==> src/rtl/aes_pipe_arbiter_if.sv <==
// Requester, core and status signals of the shared AES pipeline arbiter.
// The slave modport is the arbiter's view; the master modport is the environment's view.
interface aes_pipe_arbiter_if #(
  parameter int NUM_REQ = 4,
  parameter int CNT_W   = 5
);
  logic                     issue_en;
  logic [NUM_REQ-1:0]       req_valid;
  logic [NUM_REQ-1:0]       req_ready;
  logic [NUM_REQ*128-1:0]   req_plaintext;
  logic [NUM_REQ*128-1:0]   req_key;
  logic                     core_valid_in;
  logic [127:0]             core_plaintext;
  logic [127:0]             core_key;
  logic                     core_valid_output;
  logic [127:0]             core_ciphertext;
  logic [NUM_REQ-1:0]       rsp_valid;
  logic [127:0]             rsp_ciphertext;
  logic [CNT_W-1:0]         in_flight;
  logic                     drained;
  logic                     tag_error;

  modport slave (
    input  issue_en, req_valid, req_plaintext, req_key,
    input  core_valid_output, core_ciphertext,
    output req_ready, core_valid_in, core_plaintext, core_key,
    output rsp_valid, rsp_ciphertext, in_flight, drained, tag_error
  );

  modport master (
    output issue_en, req_valid, req_plaintext, req_key,
    output core_valid_output, core_ciphertext,
    input  req_ready, core_valid_in, core_plaintext, core_key,
    input  rsp_valid, rsp_ciphertext, in_flight, drained, tag_error
  );
endinterface

==> src/rtl/aes_pipe_arbiter.sv <==
// Round-robin sharing of one fixed-latency AES-128 core between NUM_REQ requesters,
// with a requester-ID shadow pipe that routes each ciphertext back to its owner.
module aes_pipe_arbiter #(
  parameter int NUM_REQ  = 4,
  parameter int ID_W     = 2,
  parameter int CORE_LAT = 11,
  parameter int CNT_W    = 5
) (
  input  logic                   clk,
  input  logic                   reset,
  aes_pipe_arbiter_if.slave      bus
);

  logic [ID_W-1:0]     ptr_q, ptr_d;
  logic [NUM_REQ-1:0]  grant;
  logic [ID_W-1:0]     gnt_id;
  logic                xfer;
  logic                found;
  int                  idx;

  logic                core_valid_in_q, core_valid_in_d;
  logic [127:0]        core_pt_q, core_pt_d;
  logic [127:0]        core_key_q, core_key_d;

  logic [CORE_LAT-1:0] tag_v_q, tag_v_d;
  logic [ID_W-1:0]     tag_id_q [CORE_LAT];
  logic [ID_W-1:0]     tag_id_d [CORE_LAT];
  logic                head_v;
  logic [ID_W-1:0]     head_id;
  logic                retire;

  logic [NUM_REQ-1:0]  rsp_valid_q, rsp_valid_d;
  logic [127:0]        rsp_ct_q, rsp_ct_d;
  logic [CNT_W-1:0]    in_flight_q, in_flight_d;
  logic                tag_error_q, tag_error_d;

  // Search starts one past the last winner so every requester gets a turn.
  always_comb begin
    grant  = '0;
    gnt_id = ptr_q;
    found  = 1'b0;
    idx    = 0;
    if (!reset && bus.issue_en) begin
      for (int k = 1; k <= NUM_REQ; k++) begin
        idx = int'(ptr_q) + k;
        if (idx >= NUM_REQ) idx = idx - NUM_REQ;
        if (!found && bus.req_valid[idx]) begin
          grant[idx] = 1'b1;
          gnt_id     = ID_W'(idx);
          found      = 1'b1;
        end
      end
    end
  end

  assign xfer = found;

  always_comb begin
    ptr_d           = ptr_q;
    core_valid_in_d = 1'b0;
    core_pt_d       = core_pt_q;
    core_key_d      = core_key_q;
    if (xfer) begin
      ptr_d           = gnt_id;
      core_valid_in_d = 1'b1;
      core_pt_d       = bus.req_plaintext[128*int'(gnt_id) +: 128];
      core_key_d      = bus.req_key[128*int'(gnt_id) +: 128];
    end
  end

  // ptr_q equals the ID of the block currently presented to the core.
  always_comb begin
    tag_v_d     = {tag_v_q[CORE_LAT-2:0], core_valid_in_q};
    tag_id_d[0] = ptr_q;
    for (int i = 1; i < CORE_LAT; i++) tag_id_d[i] = tag_id_q[i-1];
  end

  assign head_v  = tag_v_q[CORE_LAT-1];
  assign head_id = tag_id_q[CORE_LAT-1];
  assign retire  = bus.core_valid_output & head_v;

  always_comb begin
    rsp_valid_d = '0;
    rsp_ct_d    = rsp_ct_q;
    if (retire) begin
      rsp_valid_d[head_id] = 1'b1;
      rsp_ct_d             = bus.core_ciphertext;
    end
    in_flight_d = in_flight_q;
    if (xfer && !retire)      in_flight_d = in_flight_q + CNT_W'(1);
    else if (!xfer && retire) in_flight_d = in_flight_q - CNT_W'(1);
    tag_error_d = tag_error_q | (bus.core_valid_output != head_v);
  end

  always_ff @(posedge clk) begin
    if (reset) begin
      ptr_q           <= ID_W'(NUM_REQ-1);
      core_valid_in_q <= 1'b0;
      core_pt_q       <= '0;
      core_key_q      <= '0;
      tag_v_q         <= '0;
      for (int i = 0; i < CORE_LAT; i++) tag_id_q[i] <= '0;
      rsp_valid_q     <= '0;
      rsp_ct_q        <= '0;
      in_flight_q     <= '0;
      tag_error_q     <= 1'b0;
    end else begin
      ptr_q           <= ptr_d;
      core_valid_in_q <= core_valid_in_d;
      core_pt_q       <= core_pt_d;
      core_key_q      <= core_key_d;
      tag_v_q         <= tag_v_d;
      for (int i = 0; i < CORE_LAT; i++) tag_id_q[i] <= tag_id_d[i];
      rsp_valid_q     <= rsp_valid_d;
      rsp_ct_q        <= rsp_ct_d;
      in_flight_q     <= in_flight_d;
      tag_error_q     <= tag_error_d;
    end
  end

  assign bus.req_ready      = grant;
  assign bus.core_valid_in  = core_valid_in_q;
  assign bus.core_plaintext = core_pt_q;
  assign bus.core_key       = core_key_q;
  assign bus.rsp_valid      = rsp_valid_q;
  assign bus.rsp_ciphertext = rsp_ct_q;
  assign bus.in_flight      = in_flight_q;
  assign bus.drained        = !bus.issue_en && (in_flight_q == '0);
  assign bus.tag_error      = tag_error_q;

endmodule

==> src/flat_wrapper.sv <==
// flat-port wrapper written by rule: the top's interface ports become plain ports
module aes_pipe_arbiter_flat 
#(
  parameter int NUM_REQ  = 4,
  parameter int ID_W     = 2,
  parameter int CORE_LAT = 11,
  parameter int CNT_W    = 5
)
  (clk, reset, bus_issue_en, bus_req_valid, bus_req_plaintext, bus_req_key, bus_core_valid_output, bus_core_ciphertext, bus_req_ready, bus_core_valid_in, bus_core_plaintext, bus_core_key, bus_rsp_valid, bus_rsp_ciphertext, bus_in_flight, bus_drained, bus_tag_error);
  aes_pipe_arbiter_if #(.NUM_REQ(NUM_REQ), .CNT_W(CNT_W)) bus_i ();
  input  logic clk;
  input  logic reset;
  input wire logic [$bits(bus_i.issue_en)-1:0] bus_issue_en;
  input wire logic [$bits(bus_i.req_valid)-1:0] bus_req_valid;
  input wire logic [$bits(bus_i.req_plaintext)-1:0] bus_req_plaintext;
  input wire logic [$bits(bus_i.req_key)-1:0] bus_req_key;
  input wire logic [$bits(bus_i.core_valid_output)-1:0] bus_core_valid_output;
  input wire logic [$bits(bus_i.core_ciphertext)-1:0] bus_core_ciphertext;
  output wire logic [$bits(bus_i.req_ready)-1:0] bus_req_ready;
  output wire logic [$bits(bus_i.core_valid_in)-1:0] bus_core_valid_in;
  output wire logic [$bits(bus_i.core_plaintext)-1:0] bus_core_plaintext;
  output wire logic [$bits(bus_i.core_key)-1:0] bus_core_key;
  output wire logic [$bits(bus_i.rsp_valid)-1:0] bus_rsp_valid;
  output wire logic [$bits(bus_i.rsp_ciphertext)-1:0] bus_rsp_ciphertext;
  output wire logic [$bits(bus_i.in_flight)-1:0] bus_in_flight;
  output wire logic [$bits(bus_i.drained)-1:0] bus_drained;
  output wire logic [$bits(bus_i.tag_error)-1:0] bus_tag_error;
  assign bus_i.issue_en = bus_issue_en;
  assign bus_i.req_valid = bus_req_valid;
  assign bus_i.req_plaintext = bus_req_plaintext;
  assign bus_i.req_key = bus_req_key;
  assign bus_i.core_valid_output = bus_core_valid_output;
  assign bus_i.core_ciphertext = bus_core_ciphertext;
  assign bus_req_ready = bus_i.req_ready;
  assign bus_core_valid_in = bus_i.core_valid_in;
  assign bus_core_plaintext = bus_i.core_plaintext;
  assign bus_core_key = bus_i.core_key;
  assign bus_rsp_valid = bus_i.rsp_valid;
  assign bus_rsp_ciphertext = bus_i.rsp_ciphertext;
  assign bus_in_flight = bus_i.in_flight;
  assign bus_drained = bus_i.drained;
  assign bus_tag_error = bus_i.tag_error;
  aes_pipe_arbiter #(.NUM_REQ(NUM_REQ), .ID_W(ID_W), .CORE_LAT(CORE_LAT), .CNT_W(CNT_W)) u_core (.clk(clk), .reset(reset), .bus(bus_i));
endmodule
==> config.mk <==
export PLATFORM = sky130hd
export DESIGN_NAME = aes_pipe_arbiter_flat
export DESIGN_NICKNAME = d
export VERILOG_FILES = /design/src/rtl/aes_pipe_arbiter_if.sv /design/src/rtl/aes_pipe_arbiter.sv /design/src/flat_wrapper.sv
export SDC_FILE = /design/constraint.sdc
export NUM_CORES = 1
export LEC_CHECK = 0
export ABC_AREA = 0
export BUFFER_PORTS_ARGS = -buffer_cell sky130_fd_sc_hd__buf_2
export CAP_MARGIN = 20
export CORE_AREA = 2 2 613 615
export CTS_CLUSTER_DIAMETER = 60
export CTS_CLUSTER_SIZE = 25
export DETAILED_ROUTE_END_ITERATION = 16
export DIE_AREA = 0 0 615 617
export PLACE_DENSITY = 0.3
export SYNTH_ARGS = -nofsm -noshare
export SYNTH_HDL_FRONTEND = slang
export SYNTH_SLANG_ARGS = --single-unit
==> constraint.sdc <==
create_clock -name clk -period 6.3 [get_ports clk]
set_clock_uncertainty 0.2 [all_clocks]
set_input_delay 0.315 -clock clk [delete_from_list [all_inputs] [get_ports clk]]
set_output_delay 0.315 -clock clk [all_outputs]
set_load 0.05 [all_outputs]
Yosys cells after proc, flatten, opt, wreduce, memory -nomap -nowiden
Memories as Yosys holds them, arrays and structs flattened.
Cells that the tools add are included.
Cells by class
  add/sub/neg operators: 10
  multiply operators: 0
  div/mod/pow operators: 0
  order comparisons: 14
  equality and inequality tests: 1
  shifts and indexed selects: 2
  multiplexer cells: 68
  bitwise gates (word level): 17
  reduce and logical (&&, ||, !) cells: 22
Operators with widths (number)
  512-bit by 10-bit indexed part select with 128-bit output: 2
  32-bit 2-to-1 mux: 8
  32-bit by 1-bit >= comparator with 1-bit output, second input constant: 4
  32-bit by 4-bit >= comparator with 1-bit output, second input constant: 4
  32-bit by 4-bit < comparator with 1-bit output, second input constant: 4
  32-bit by 4-bit subtractor with 32-bit output, second input constant: 4
  2-bit 2-to-1 mux: 16
  4-bit 2-to-1 mux: 8
  1-bit 2-to-1 mux: 25
  1-bit logical AND: 12
  1-bit bitwise OR: 12
  4-bit bitwise OR: 3
  1-bit demux with 2-bit select: 5
  5-bit 2-to-1 mux: 2
  1-bit binary-select mux with 2-bit select: 4
  1-bit zero test: 7
  2-bit by 2-bit adder with 3-bit output, second input constant: 2
  5-bit by 1-bit adder with 5-bit output, second input constant: 1
  5-bit zero test: 1
  5-bit by 1-bit subtractor with 5-bit output, second input constant: 1
  2-bit by 3-bit adder with 4-bit output, second input constant: 1
  2-bit by 1-bit adder with 3-bit output, second input constant: 1
  2-bit by 3-bit < comparator with 1-bit output, second input constant: 1
  2-bit by 1-bit >= comparator with 1-bit output, second input constant: 1
  other kinds (5): 5
Word-level totals
  register bits: 408
  latch bits: 0
  memory bits (writable): 22
  memory bits (read-only): 0
  input port bits: 1160
  output and inout bits: 400
  word-level logic and storage cells: 144
  memories kept: 1
Memory list
  u_core.tag_id_q: words 11, width 2, rd ports 11, clocked after memory_dff 0, write ports 11, RTL line aes_pipe_arbiter.sv:26  | logic [ID_W-1:0] tag_id_q [CORE_LAT];

Longest topological paths before layout
  depth after elaboration: 25
  depth in mapped cells: 13
  gate-level depth less buffers: 12

Worst setup path after synthesis
No wires, ideal clock.
  path kind: register to output
  start: register u_core.ptr_q[0]
  end: output bus_req_ready[0]
  arrival time: 2875 ps
  required time: 5785 ps
  slack: 2910 ps
  cell stages (with the launch flop): 8
  path through: dfxtp_1 -> buf_2 -> inv_2 -> ha_1 -> mux4_2 -> nor3b_2 -> a222oi_1 -> a21oi_1
On the way
  cells in the longest elaborated chain, start to end: 21
  elaborated cells on any way between the ends: 75
  classes of those cells: add/sub (8); order compare (12); mux (42); bitwise (3); reduce/logical (10)
Ends and longest elaborated chain
  from (decl): RTL line aes_pipe_arbiter.sv:14  | logic [ID_W-1:0] ptr_q, ptr_d;
  from (signal assigned): RTL line aes_pipe_arbiter.sv:97  | ptr_q <= ID_W'(NUM_REQ-1);
  from (signal assigned): RTL line aes_pipe_arbiter.sv:108  | ptr_q <= ptr_d;
  parallel branches: the longest is 19 deep, another holds 32-bit by 4-bit subtractor with 32-bit output
  4-bit 2-to-1 mux (*): RTL line aes_pipe_arbiter.sv:47  | if (!found && bus.req_valid[idx]) begin
  4-bit 2-to-1 mux (*): RTL line aes_pipe_arbiter.sv:43  | if (!reset && bus.issue_en) begin
  to (decl): RTL line flat_wrapper.sv:19  | output wire logic [$bits(bus_i.req_ready)-1:0] bus_req_ready;
Every way passes the cells marked *. The select of a mux whose other input is x is not followed.

Worst setup path after layout
  start: register u_core.ptr_q[1]
  end: register u_core.core_pt_q[110] (netlist: u_core.bus.core_plaintext[110])
On the way
  cells in the longest elaborated chain, start to end: 22
  elaborated cells on any way between the ends: 52
  classes of those cells: add/sub (8); order compare (4); shift (1); mux (33); reduce/logical (6)
Ends and longest elaborated chain
  2-bit by 1-bit adder with 3-bit output: RTL line aes_pipe_arbiter.sv:45  | idx = int'(ptr_q) + k;
  32-bit by 4-bit subtractor with 32-bit output / 32-bit by 4-bit >= comparator with 1-bit output (equally long branches): RTL line aes_pipe_arbiter.sv:46  | if (idx >= NUM_REQ) idx = idx - NUM_REQ;
  32-bit 2-to-1 mux: RTL line aes_pipe_arbiter.sv:46
  32-bit 2-to-1 mux: RTL line aes_pipe_arbiter.sv:43
  1-bit binary-select mux with 2-bit select: RTL line aes_pipe_arbiter.sv:47
  1-bit 2-to-1 mux (implied by the code) (2 in a row): RTL line aes_pipe_arbiter.sv:47
  1-bit 2-to-1 mux: RTL line aes_pipe_arbiter.sv:47
  1-bit 2-to-1 mux: RTL line aes_pipe_arbiter.sv:43
  [5 not listed]
  1-bit logical AND: RTL line aes_pipe_arbiter.sv:47
  1-bit 2-to-1 mux: RTL line aes_pipe_arbiter.sv:47
  1-bit 2-to-1 mux: RTL line aes_pipe_arbiter.sv:43
  1-bit zero test: RTL line aes_pipe_arbiter.sv:47
  1-bit logical AND: RTL line aes_pipe_arbiter.sv:47
  2-bit 2-to-1 mux: RTL line aes_pipe_arbiter.sv:47
  2-bit 2-to-1 mux: RTL line aes_pipe_arbiter.sv:43
  512-bit by 10-bit indexed part select with 128-bit output: RTL line aes_pipe_arbiter.sv:66  | core_pt_d = bus.req_plaintext[128*int'(gnt_id) +: 128];
  to (signal assigned): RTL line aes_pipe_arbiter.sv:110  | core_pt_q <= core_pt_d;
  to (decl): RTL line aes_pipe_arbiter.sv:22  | logic [127:0] core_pt_q, core_pt_d;
Several ways; a longest one is shown, not always the timed one. The select of a mux whose other input is x is not followed.
A chain may end at the register's enable or synchronous reset.

==> impl_metrics.csv <==
group,metric,value,unit
outcome,status,"completed",
yosys,synth.top_cell.area_share,41.72,%
detailed_routing,route.detailed.wl_per_inst,26.10,µm
worst_setup_path,max_stage_delay,0.84,ns
sta,finalSetupViolations,0,
cells_and_area,fillerInstances,43150,
pwr,power_density,276.3,mW/mm²
cts,cts_root_buf,"clkbuf_16",
cells_and_area,nets,5634,
grt,track_usage,12.69,%
sta,fin_setup_tns,0,ns
floorplan,num_rows,225,
yosys,synthFlopType,"dfxtp_1",
detailed_routing,dr_total_vias,28360,
cts,cts_tree,"done",
cells_and_area,stdcell_area,0.04685,mm²
flow_run,drv_cap,0,
sta,period_needed,5.910,ns
yosys,netlist_top_cells_count,"mux2i_1, dfxtp_1, nand2_1, o221ai_1, nor2_1",
yosys,synthTopCellsByArea,"dfxtp_1, mux2i_1, o221ai_1",
grt,grt_pass1_wl,313000,µm
yosys,synth_edf_count,0,
worst_setup_path,cp_max_fo,53,
floorplan,start_util,5.523,%
detailed_routing,drt_iter0_drc,1802,
sta,worst-slew-pin-transition,1.086,ns
yosys,syn_area,0.02063,mm²
worst_setup_path,crit_chain,"inv_1 > ha_1 > mux4_2 > o2111ai_1 > xnor2_4 > buf_12 > buf_12 > mux2i_1 > o221ai_1 > dlygate4sd3_1",
yosys,synth-simple-area-share,9.139,%
yosys,ys_async_sr_fraction,0,%
min_path,holdPathStages,4,
placement,dp_hpwl,216600,µm
sta,min_period_over_period,93.80,%
cts,post-cts-setup-buffer-count,0,
worst_setup_path,reg2reg_depth,10,
detailed_routing,antenna_left,0,
grt,antenna_found_initial,269,
yosys,synthAdderAreaFrac,0.8854,%
worst_setup_path,end_kind,"flip-flop",
yosys,synth_top_family_by_area,"multiplexers",
yosys,synth-compound-area-share,11.64,%
placement,placed_area,0.03439,mm²
worst_setup_path,cp_common_cell,"buf_12",
worst_setup_path,required,6.76,ns
placement,port_buffers,1559,
yosys,yosysSeqAreaShare,41.72,%
sta,maxSlewViolCount,0,
yosys,syn_inst,2021,
grt,grt_max_degree,80,
worst_setup_path,cp-start-kind,"flip-flop",
cts,max-clock-path-buffers,4,
floorplan,die-area,0.3795,mm²
yosys,synth_top_area_cell,"dfxtp_1",
cells_and_area,final_util,12.54,%
placement,dp_slack,1.009,ns
cts,worst_skew_pair.late_latency,0.79,ns
pwr,ir_drop,0.0001633,V
detailed_routing,drc_errors,0,
sta,fin_ws,0.3905,ns
cts,clk_pin_slew,0.06,ns
yosys,synth.area.mux_share,31.64,%
worst_setup_path,path_depth,10,
floorplan,io_pins,1560,
worst_setup_path,worstSetupPathType,"reg2reg",
yosys,syn-num-nets,3195,
cells_and_area,drive_gt1_share,39.23,%
worst_setup_path,critPathArrivalTime,6.37,ns
yosys,yosysMostFrequentCell,"mux2i_1",
placement,dp_cells,8451,
sta,maxSlewHeadroom,25.49,%
detailed_routing,viasPerCell,2.947,
grt,grt-ovfl-total,0,
cells_and_area,area_growth,127.1,%
cts,cts_sinks,430,
min_path,holdCritPathClass,"in2reg",
floorplan,fp.dieW,615,µm
detailed_routing,totalWireLength,251200,µm
detailed_routing,drtPass1Iterations,7,
pwr,p_leak,19.72,nW
yosys,synth.distinct_cells,43,
placement,place_congestion,0.9567,
cells_and_area,final_cells,9623,
grt,grt_pass1_vias,29420,
yosys,syn_area_per_cell,10.21,µm²
sta,rsz0062_at_grt,"no",
floorplan,die_y,617,µm
yosys,ys_seq_elements,430,
yosys,yosys_warnings,0,
worst_setup_path,cp_slowest_cell,"mux2i_1",
worst_setup_path,critPathBufInv,4,
worst_setup_path,cp_top_family,"buffers and inverters",
cts,ctsHtreeMaxLevel,3,
cts,cts_buffers,87,
yosys,synth_xor_area_share,0.2487,%
sta,clock.fmax,169.2,MHz
floorplan,core,0.3736,mm²
sta,hold_violations,0,
## registers in the layout (all words and copies together), names as in the netlist
signal and cells:
u_core.bus.core_key 128, u_core.bus.core_plaintext 128, u_core.bus.rsp_ciphertext 128, u_core.tag_id_q 22
u_core.tag_v_q 11, u_core.bus.in_flight 5, u_core.bus.rsp_valid 4, u_core.ptr_q 2
u_core.bus.core_valid_in 1, u_core.bus.tag_error 1
## routing by layer
layer,share of wire [%],GRT usage (%)
met5,0.35,0
met4,5.5,6.172
met3,11,5.892
met2,47,21.16
met1,36,13.49
## stage by stage
| step | power (mW) | hold WS [ns] |
|---|---|---|
| finish | 12.94 | 0.08602 |
| global route | 13.48 | 0.03583 |
| global placement | 6.940 | 0.2270 |
| detailed placement | 6.947 | 0.2231 |
| CTS | 13.21 | 0.0008725 |
| floorplan | 5.312 | 0.2138 |
## worst paths after layout
| kind | end | slack [ns] | from |
|---|---|---|---|
| min | u_core.bus.rsp_ciphertext[20] | 0.09 | bus_core_ciphertext[20] |
| min reg2reg | u_core.tag_v_q[1] | 0.22 | u_core.tag_v_q[0] |
| max | u_core.bus.core_plaintext[110] | 0.39 | u_core.ptr_q[1] |
| max reg2reg | u_core.bus.core_plaintext[110] | 0.39 | u_core.ptr_q[1] |
## logic make-up after synthesis
logic type	after synthesis
buf+inv	184
simple gates	460
compound gates	280
xor+xnor	5
flops	430
mux	648
fa+ha+maj	14
## area by class of cell
type,count,area (µm²),area share (%)
Clock inverter,47,709.4,1.514
Timing Repair Buffer,2529,17570,37.49
Multi-Input combinational cell,1407,11090,23.68
Clock buffer,104,2341,4.997
Antenna cell,107,267.8,0.5715
Inverter,5,18.77,0.04006
Sequential cell,430,8608,18.37
Tap cell,4994,6248,13.34
## cell usage in the layout, fill, tap and decap left out, drive strengths merged, types with 3 or more instances in the layout
| cell | instances |
|---|---|
| a222oi | 4 |
| ha | 13 |
| dlygate4sd3 | 914 |
| nor3b | 3 |
| o21ai | 3 |
| buf | 1615 |
| clkinv | 19 |
| diode | 107 |
| bufinv | 13 |
| o221ai | 255 |
| nor2b | 34 |
| inv | 14 |
| mux2 | 3 |
| clkinvlp | 6 |
| dfxtp | 430 |
| xnor2 | 3 |
| mux2i | 642 |
| nor3 | 3 |
| clkbuf | 104 |
| nand2 | 262 |
| a21oi | 11 |
| nor2 | 145 |
| mux4 | 3 |
## worst reg2reg max path, delay by kind of cell (launching register included)
kind,cells,cell delay [ns]
buffers and inverters,4,1.92
muxes,2,1.67
AOI/OAI and AO/OA,2,0.73
DFF,1,0.64
adders and majority gates,1,0.44
xor gates and xnor gates,1,0.20
## power breakdown
group	switching [mW]	internal (mW)	leakage [nW]	total (mW)
Sequential	0.217	2.99	3.52	3.21
Clock	1.94	3.20	1.48	5.14
Combinational	2.72	1.88	14.7	4.60
Total	4.87	8.08	19.7	12.9
## timing repair
action,CTS,global route
hold buffers,914,0
resized for setup,0,0
endpoints found under the hold margin,399,0
setup endpoints to repair,0,0
Power figures use the tool's default switching activity.
